--- src/rtl/mem_port_arbiter.sv ---
// Arbitrates a single-port unified memory between instruction fetch and the memory-access stage.
// MA has priority, but fetch is guaranteed a grant after STARVE_MAX consecutive MA grants.
module mem_port_arbiter #(
    parameter int ADDR_W     = 32,
    parameter int DATA_W     = 32,
    parameter int MEM_LAT    = 2,
    parameter int STARVE_MAX = 4
) (
    input  logic              clk,
    input  logic              rst,
    input  logic              if_req,
    input  logic [ADDR_W-1:0] if_addr,
    output logic              if_gnt,
    output logic [DATA_W-1:0] if_rdata,
    input  logic              flush,
    input  logic              ma_req,
    input  logic              ma_we,
    input  logic [ADDR_W-1:0] ma_addr,
    input  logic [DATA_W-1:0] ma_wdata,
    output logic              ma_done,
    output logic [DATA_W-1:0] ma_rdata,
    output logic              stall_if,
    output logic              stall_ma,
    output logic              mem_en,
    output logic              mem_we,
    output logic [ADDR_W-1:0] mem_addr,
    output logic [DATA_W-1:0] mem_wdata,
    input  logic [DATA_W-1:0] mem_rdata
);

    typedef enum logic [1:0] {
        IDLE = 2'd0,
        WAIT = 2'd1,
        RESP = 2'd2
    } state_t;

    typedef enum logic {
        OWN_IF = 1'b0,
        OWN_MA = 1'b1
    } owner_t;

    localparam logic [3:0] LAT_LOAD   = 4'(MEM_LAT - 1);
    localparam logic [3:0] STARVE_LIM = 4'(STARVE_MAX);

    state_t            state_q, state_d;
    owner_t            owner_q, owner_d;
    logic [3:0]        cnt_q, cnt_d;
    logic [3:0]        starve_q, starve_d;
    logic              drop_q, drop_d;
    logic              store_q, store_d;
    logic              mem_en_q, mem_en_d;
    logic              mem_we_q, mem_we_d;
    logic [ADDR_W-1:0] mem_addr_q, mem_addr_d;
    logic [DATA_W-1:0] mem_wdata_q, mem_wdata_d;
    logic [DATA_W-1:0] if_rdata_q, if_rdata_d;
    logic [DATA_W-1:0] ma_rdata_q, ma_rdata_d;
    logic              starve_hit;

    assign starve_hit = if_req && (starve_q == STARVE_LIM);

    always_ff @(posedge clk or negedge rst) begin
        if (!rst) begin
            state_q     <= IDLE;
            owner_q     <= OWN_IF;
            cnt_q       <= '0;
            starve_q    <= '0;
            drop_q      <= 1'b0;
            store_q     <= 1'b0;
            mem_en_q    <= 1'b0;
            mem_we_q    <= 1'b0;
            mem_addr_q  <= '0;
            mem_wdata_q <= '0;
            if_rdata_q  <= '0;
            ma_rdata_q  <= '0;
        end else begin
            state_q     <= state_d;
            owner_q     <= owner_d;
            cnt_q       <= cnt_d;
            starve_q    <= starve_d;
            drop_q      <= drop_d;
            store_q     <= store_d;
            mem_en_q    <= mem_en_d;
            mem_we_q    <= mem_we_d;
            mem_addr_q  <= mem_addr_d;
            mem_wdata_q <= mem_wdata_d;
            if_rdata_q  <= if_rdata_d;
            ma_rdata_q  <= ma_rdata_d;
        end
    end

    // mem_en and mem_we default low so the strobe lasts exactly the first WAIT cycle.
    always_comb begin
        state_d     = state_q;
        owner_d     = owner_q;
        cnt_d       = cnt_q;
        starve_d    = starve_q;
        drop_d      = drop_q;
        store_d     = store_q;
        mem_en_d    = 1'b0;
        mem_we_d    = 1'b0;
        mem_addr_d  = mem_addr_q;
        mem_wdata_d = mem_wdata_q;
        if_rdata_d  = if_rdata_q;
        ma_rdata_d  = ma_rdata_q;

        case (state_q)
            IDLE: begin
                if (ma_req && !starve_hit) begin
                    owner_d     = OWN_MA;
                    state_d     = WAIT;
                    cnt_d       = LAT_LOAD;
                    drop_d      = 1'b0;
                    store_d     = ma_we;
                    mem_en_d    = 1'b1;
                    mem_we_d    = ma_we;
                    mem_addr_d  = ma_addr;
                    mem_wdata_d = ma_wdata;
                    if (!if_req) begin
                        starve_d = '0;
                    end else if (starve_q != STARVE_LIM) begin
                        starve_d = starve_q + 4'd1;
                    end
                end else if (if_req) begin
                    owner_d    = OWN_IF;
                    state_d    = WAIT;
                    cnt_d      = LAT_LOAD;
                    drop_d     = 1'b0;
                    store_d    = 1'b0;
                    mem_en_d   = 1'b1;
                    mem_addr_d = if_addr;
                    starve_d   = '0;
                end
            end
            WAIT: begin
                if (flush && (owner_q == OWN_IF)) begin
                    drop_d = 1'b1;
                end
                if (cnt_q == 4'd0) begin
                    state_d = RESP;
                    if (owner_q == OWN_IF) begin
                        if_rdata_d = mem_rdata;
                    end else if (!store_q) begin
                        ma_rdata_d = mem_rdata;
                    end
                end else begin
                    cnt_d = cnt_q - 4'd1;
                end
            end
            RESP: begin
                // No grant on this edge: requesters get a cycle to drop or change req.
                state_d = IDLE;
            end
            default: begin
                state_d = IDLE;
            end
        endcase
    end

    assign if_gnt    = (state_q == RESP) && (owner_q == OWN_IF) && !drop_q && !flush;
    assign ma_done   = (state_q == RESP) && (owner_q == OWN_MA);
    assign stall_if  = rst && if_req && !if_gnt;
    assign stall_ma  = rst && ma_req && !ma_done;
    assign mem_en    = mem_en_q;
    assign mem_we    = mem_we_q;
    assign mem_addr  = mem_addr_q;
    assign mem_wdata = mem_wdata_q;
    assign if_rdata  = if_rdata_q;
    assign ma_rdata  = ma_rdata_q;

endmodule

--- config.mk ---
export PLATFORM = sky130hd
export DESIGN_NAME = mem_port_arbiter
export DESIGN_NICKNAME = d
export VERILOG_FILES = /design/src/rtl/mem_port_arbiter.sv
export SDC_FILE = /design/constraint.sdc
export NUM_CORES = 1
export LEC_CHECK = 0
export ABC_AREA = 0
export BUFFER_PORTS_ARGS = -buffer_cell sky130_fd_sc_hd__buf_2
export CORE_MARGIN = 2
export CORE_UTILIZATION = 47
export DETAILED_ROUTE_END_ITERATION = 6
export PLACE_DENSITY = 0.8
export RECOVER_POWER = 25
export SYNTH_ARGS = -nofsm -noshare
export SYNTH_HDL_FRONTEND = slang
export SYNTH_SLANG_ARGS = --single-unit
--- constraint.sdc ---
create_clock -name clk -period 2.06 [get_ports clk]
set_input_delay 0.309 -clock clk [delete_from_list [all_inputs] [get_ports clk]]
set_output_delay 0.309 -clock clk [all_outputs]
set_load 0.01 [all_outputs]
== Yosys cells after proc, flatten, opt, wreduce, memory -nomap -nowiden ==
Index checks and enable logic that the tools add are counted.
Word-level totals
  register bits after elaboration: 143
  output and inout port bits: 134
  logic and storage cells: 78
Operators by class
  $add $sub $neg: 2
  eq/ne operators: 9
  muxes and demuxes: 25
  bitwise logic cells: 2
  reductions and logical operators: 28
Operator list (count)
  two-way mux 32 bit: 2
  two-way mux 4 bit: 7
  AND reduction 3 bit: 4
  logical AND 1 bit: 11
  two-way mux 1 bit: 10
  case mux 4 bit (2 select lines): 1
  two-way mux 2 bit: 3
  inequality test 2 bit, second input constant: 3
  AND reduction 2 bit: 3
  logical NOT 1 bit: 5
  adder 4 x 1 -> 4 bit, second input constant: 1
  == test 4 x 3 -> 1 bit, second input constant: 1
  logical NOT 4 bit: 1
  inequality test 4 x 3 -> 1 bit, second input constant: 1
  case mux 2 bit (2 select lines): 1
  AND reduction 4 bit: 1
  nonzero test 2 bit: 2
  subtractor 4 x 1 -> 4 bit, second input constant: 1
  inequality test 3 x 2 -> 1 bit, second input constant: 1
  inequality test 3 bit, second input constant: 1
  == test 2 x 1 -> 1 bit, second input constant: 1
  == test 2 bit, second input constant: 1
  logical NOT 2 bit: 1
  inverter 1 bit: 2
  case mux 1 bit (2 select lines): 1

== Logic depth before layout (Yosys ltp) ==
Gate-level depths: netlist of the first run.
  depth in word-level cells: 6
  mapped depth: 7
  depth with buffers taken out: 5

== Least setup slack after synthesis of the first run ==
Ideal clock, no wire load.
  kind: register to register
  start point: reg starve_q[0]
  end point: reg mem_wdata_q[0] (netlist: mem_wdata[0])
  arrival: 1.594 ns
  required time: 1.935 ns
  slack: 0.341 ns
  stages on the path, launching flop included: 7
  path buffers: 1
  clock period less this slack: 1.719 ns
  cells stage by stage: dfrtp_1 -> inv_1 -> ha_1 -> nand4b_1 -> nand3_2 -> buf_2 -> mux2_2
Between the ends
  word-level cells in the longest chain between the ends: 5
Ends and longest elaborated chain
  start: declaration: line 48  | logic [3:0] starve_q, starve_d;
  start signal: assignment: line 79  | starve_q <= starve_d;
  == test 4 x 3 -> 1 bit: line 59  | assign starve_hit = if_req && (starve_q == STARVE_LIM);
  logical AND 1 bit: line 59
  logical NOT 1 bit: line 108  | if (ma_req && !starve_hit) begin
  logical AND 1 bit: line 108
  AND reduction 2 bit (no line)
  end signal: assignment: line 85  | mem_wdata_q <= mem_wdata_d;
  end: declaration: line 54  | logic [DATA_W-1:0] mem_wdata_q, mem_wdata_d;
No other way between the ends.
A chain may end at the register's enable or synchronous reset.

== Worst setup path in the final report of the first run ==
  start point: in rst
  end point: out stall_if
Between the ends
  word-level cells in the longest chain between the ends: 2
Ends and longest elaborated chain
  start: declaration: line 10  | input logic rst,
  logical AND 1 bit (2 in series): line 161  | assign stall_if = rst && if_req && !if_gnt;
  end: declaration: line 22  | output logic stall_if,
No other way between the ends.

==> results.yml, run 1 <==
status:
  status: "finished clean"
synthesis:
  avgSynthCellArea_um2: 12.8
  syn_nets: 608
  post-synth-top-area-fraction: 0.595
  synth.yosys.seq_area_share: 0.595
  synth-seq-cells: 143
  synthesis.area_um2: 6010
  async_reset_ff_frac: 1.00
  syn_inst: 470
  synth.distinct_cells: 36
  ys.flop_type: "dfrtp_1"
  yosysTopAreaCell: "dfrtp_1"
  ys.warnings.count: 0
  synth_edf_count: 0
  synthTopCellsByArea: "dfrtp_1, mux2_2, o211ai_1"
drt:
  firstDrtPassIters: 4
  wirelength_um: 15800
  antenna_left: 0
  routedWlPerCell_um: 17.2
  route.vias.total: 5017
  vias_per_cell: 5.47
  drtIter0Drc: 315
  drc: 0
critical_path:
  cp-start-kind: "input pin"
  crit_fanout: 31
  arrival_ns: 1.53
  critPathKind: "in -> out"
  cp.buffers_inverters: 3
  cp-end-kind: "primary output"
  required_ns: 1.75
  cpMaxStageDelayCell: "dlygate4sd3_1"
  path_delay_family: "buffers and inverters"
  cpPeakStageDelay_ns: 0.56
  path_cells: "dlygate4sd3_1 -> buf_6 -> nand2_1 -> nor2_1 -> buf_2"
floorplanning:
  core_um2: 12600
  die_y_um: 117
  die_x_um: 117
  start_util: 0.478
  rows: 41
  num_io_pins: 268
  die-area_um2: 13700
grt:
  grt_antenna_before_repair: 0
  grtUsageTotal: 0.222
  grt_overflow: 0
  grt_pass1_vias: 4909
  grt_pass1_wl_um: 23600
  grt_max_degree: 116
final_layout:
  n_fill_cell: 966
  mostFrequentLayoutCells: "buf_2, dfrtp_1, mux2_2, clkbuf_1, nand3_1"
  final_common_cell: "buf_2"
  drive_above_1_share: 0.454
  fin_area_um2: 8120
  utilization: 0.646
  antenna_cells: 0
  nets: 871
  area_growth_syn_to_layout_pct: 35.0
clock_tree:
  htree_levels: 4
  cts-root-buf: "clkbuf_16"
  clkLatencyLatePin_ns: 0.41
  cts.sink_count: 143
  numCtsBuffers: 17
  cts.clk_slew.worst_paths_ns: 0.06
  cts_tree: "yes"
  clk_path_buf_depth: 2
  cts_setup_buffers: 0
power_and_ir_drop:
  cellPowerDensity_nw_per_um2: 1660
  p_total_mw: 13.5
  leakage_nw: 3.70
  ir_drop_mv: 0.627
placement:
  dpl.hpwl_um: 11300
  gp_congestion: 0.821
  dp_slack_ns: 0.262
  dpl_cell_area_um2: 7560
  numPortBuffers: 267
timing:
  setup-tns-final_ns: 0
  fin_crit_ns: 1.84
  worst_slew_pin_slew_ns: 0.612
  min_period_over_period: 0.892
  max_freq_ghz: 0.544
  fin_ws_ns: 0.223
  timing.final.hold_violations: 0
  setup_violations: 0
  maxSlewViolCount: 0
  fin_worst_skew_ns: 0.00702
  rsz0062_at_grt: "false"
  slew_headroom: 0.592
job:
  cap_violations: 0
worst_hold_path:
  hp-class: "in -> reg"
==> per-layer routing <==
metal / wire (um) / up-vias / GRT usage
met5: 0 / - / 0
met4: 469 / 0 / 0.118
met3: 1250 / 40 / 0.0592
met2: 7800 / 283 / 0.376
met1: 6240 / 2428 / 0.260
li1: - / 2266 / -
==> metrics by stage <==
step | std cells | hold slack (ns)
6_report | 918 | 0.131
5_1_grt | 918 | 0.118
4_1_cts | 918 | 0.111
3_5_place_dp | 885 | 0.215
3_3_place_gp | 885 | 0.212
2_1_floorplan | 470 | 0.0134
==> final timing paths <==
path | from | end | slack [ns] | depth (start not counted)
hold / removal | ma_wdata[16] | mem_wdata[16] | 0.13 | 2
setup / recovery | rst | stall_if | 0.22 | 5
max in group asynchronous | rst | mem_addr[13] | 0.80 | 3
setup reg to reg | cnt_q[0] | ma_rdata[4] | 0.22 | 6
hold reg to reg | store_q | store_q | 0.49 | 1
min in group asynchronous | rst | starve_q[3] | 0.37 | 2
==> Yosys cell counts (all sizes together), types with 2 or more instances <==
cell type  number
nor3            4
o22ai           4
mux2           97
nand3          36
clkbuf         24
ha              4
inv             7
o2bb2ai         2
nand4b          2
o21ai          34
mux2i           2
buf            15
dfrtp         143
nand4          32
or2             2
nor3b           2
and3            3
o211ai         33
nand2b          2
nor2            5
nand2           8
==> area by class of cell <==
cell class / count / area (um^2) / area share
clock buffer: 19 / 443 / 0.0546
clock inverter: 13 / 210 / 0.0259
inverter: 7 / 26.3 / 0.00324
multi-input combinational: 281 / 2240 / 0.276
sequential: 143 / 3580 / 0.441
tap: 172 / 215 / 0.0265
timing repair buffer: 283 / 1410 / 0.173
==> state kept, by name (all words and copies together) (netlist names) <==
signal	count
if_rdata	32
cnt_q	4
mem_wdata	32
drop_q	1
starve_q	4
owner_q	1
ma_rdata	32
mem_addr	32
mem_we	1
state_q	2
store_q	1
mem_en	1
==> power by group <==
part	internal (mW)	switching (mW)	total (mW)
registers	4.24	0.805	5.05
logic	2.34	2.74	5.08
clock network	2.19	1.17	3.35
==> cell families after synthesis <==
group	share of synthesized area
AOI/OAI and AO/OA	0.0830
DFF	0.595
adders and majority gates	0.00832
buffers and inverters	0.0325
xor gates and xnor gates	0.00146
muxes	0.185
and+or+nand+nor	0.0945
==> timing repair <==
item | in CTS | in global routing
hold buffers | 1 | 0
gates resized for setup | 0 | 0
endpoints found under the hold margin | 28 | 0
Note: power is estimated with default switching activity, not from simulation.
==> inputs of run 2 (changes only) <==
==> constraint.sdc (replaced) <==
create_clock -name clk -period 1.8 [get_ports clk]
set_input_delay 0.27 -clock clk [delete_from_list [all_inputs] [get_ports clk]]
set_output_delay 0.27 -clock clk [all_outputs]
set_load 0.01 [all_outputs]
==> results.yml, run 2 (synthesis gave the netlist of run 1 again) <==
critical_path:
  cpPeakStageDelay_ns: 0.38
  cpMaxStageDelayCell: "dfrtp_1"
  required_ns: 2.09
  cp-start-kind: "register"
  ff2ff_setup_slack_ns: 0.06
  rr_worst_depth: 6
  crit_fanout: 32
  cp-end-kind: "register"
  arrival_ns: 2.03
  path_cells: "inv_1 -> ha_4 -> nor3b_4 -> nand4b_1 -> buf_12 -> mux2_2"
  critPathKind: "reg -> reg"
drt:
  route.vias.total: 5008
  wirelength_um: 15400
  routedWlPerCell_um: 16.8
  drc: 0
  antenna_left: 0
  drtIter0Drc: 394
  firstDrtPassIters: 5
  vias_per_cell: 5.44
floorplanning:
  num_io_pins: 268
  rows: 41
  core_um2: 12600
  die_x_um: 117
  die_y_um: 117
  start_util: 0.478
  die-area_um2: 13700
worst_hold_path:
  hp-class: "in -> reg"
  hold_depth: 2
timing:
  fin_worst_skew_ns: 0.00864
  max_freq_ghz: 0.574
  setup-tns-final_ns: 0
  setup_violations: 0
  slew_headroom: 0.516
  fin_crit_ns: 1.74
  timing.hold.ws_ns: 0.0864
  worst_slew_pin_slew_ns: 0.727
  timing.final.hold_violations: 0
  maxSlewViolCount: 0
  min_period_over_period: 0.968
grt:
  grt_antenna_before_repair: 0
  grt_pass1_wl_um: 23800
  grt_overflow: 0
  grt_pass1_vias: 5009
  grt_max_degree: 140
  grtUsageTotal: 0.223
final_layout:
  mostFrequentLayoutCells: "buf_2, dfrtp_1, clkbuf_1, mux2_2, nand3_1"
  antenna_cells: 0
  final_common_cell: "buf_2"
  fin_area_um2: 8110
  drive_above_1_share: 0.430
  nets: 875
  area_growth_syn_to_layout_pct: 34.9
  utilization: 0.645
placement:
  gp_congestion: 0.856
  dpl.hpwl_um: 10900
  dpl_cell_area_um2: 7610
  numPortBuffers: 267
power_and_ir_drop:
  intPower_mw: 9.79
  switching_share: 0.354
  p_seq_frac: 0.382
  switching_power_mw: 5.36
  cellPowerDensity_nw_per_um2: 1870
  p_total_mw: 15.2
  comb_power_share: 0.386
  clkPwrFrac: 0.232
  leakage_nw: 3.64
  ir_drop_mv: 0.775
status:
  status: "finished clean"
clock_tree:
  htree_levels: 4
  clk_path_buf_depth: 2
  numCtsBuffers: 17
  cts_tree: "yes"
  cts-root-buf: "clkbuf_16"
  clkLatencyLatePin_ns: 0.41
  cts.sink_count: 143
  cts.clk_slew.worst_paths_ns: 0.06
job:
  cap_violations: 0
## run 2: cell count changes in the layout (fill, tap and decap cells not counted), sizes merged
cell	delta
buf	-18
bufinv	-2
clkbuf	+23
inv	-1
## run 2: worst paths after layout
kind	endpoint	startpoint
worst max-delay path	ma_rdata[2]	cnt_q[0]
worst min-delay path	mem_wdata[15]	ma_wdata[15]
worst max register to register	ma_rdata[2]	cnt_q[0]
worst min register to register	ma_rdata[17]	ma_rdata[17]
max in group asynchronous	if_rdata[11]	rst
min in group asynchronous	starve_q[0]	rst
## run 2: what timing repair did
item	in CTS	in global routing
setup buffers	0	0
endpoints found under the setup margin	0	53
gates resized for setup	0	5
endpoints found under the hold margin	4	0
hold buffers	1	0
## run 2: per-layer routing
metal / wire length (um) / up-vias / GRT usage
li1: - / 2269 / -
met1: 6040 / 2445 / 0.272
met2: 7810 / 265 / 0.369
met3: 1260 / 29 / 0.0613
met4: 316 / 0 / 0.102
met5: 0 / - / 0
## run 2: cell type report
| type | count | area (um^2) |
|---|---|---|
| tap | 172 | 215 |
| sequential | 143 | 3580 |
| fill | 966 | 4460 |
| inverter | 7 | 26.3 |
| clock buffer | 20 | 457 |
| timing repair buffer | 287 | 1440 |
| multi-input combinational | 281 | 2260 |
| clock inverter | 10 | 138 |
## run 2: power by group through the flow
stage / clock network, mW / logic [mW] / registers [mW]
finish: 3.52 / 5.86 / 5.78
global route: 3.73 / 6.44 / 5.99
CTS: 3.58 / 6.18 / 5.73
detailed placement: 0 / 6.16 / 5.75
global placement: 0 / 5.93 / 5.66
floorplan: 0 / 2.91 / 6.38
## run 2: metrics by stage
stage / instances / setup WS (ns)
final: 920 / 0.0574
after global routing: 920 / -0.000806
after CTS: 920 / 0.0208
after detailed placement: 889 / 0.0516
after global placement: 889 / 0.142
after floorplan: 470 / 0.0811
## run 2: worst max-delay path, delay by kind of cell, from the launching register on
kind	cells	cell delay, ns
simple gates	2	0.40
flops	1	0.38
buf+inv	2	0.37
mux	1	0.29
fa+ha+maj	1	0.17
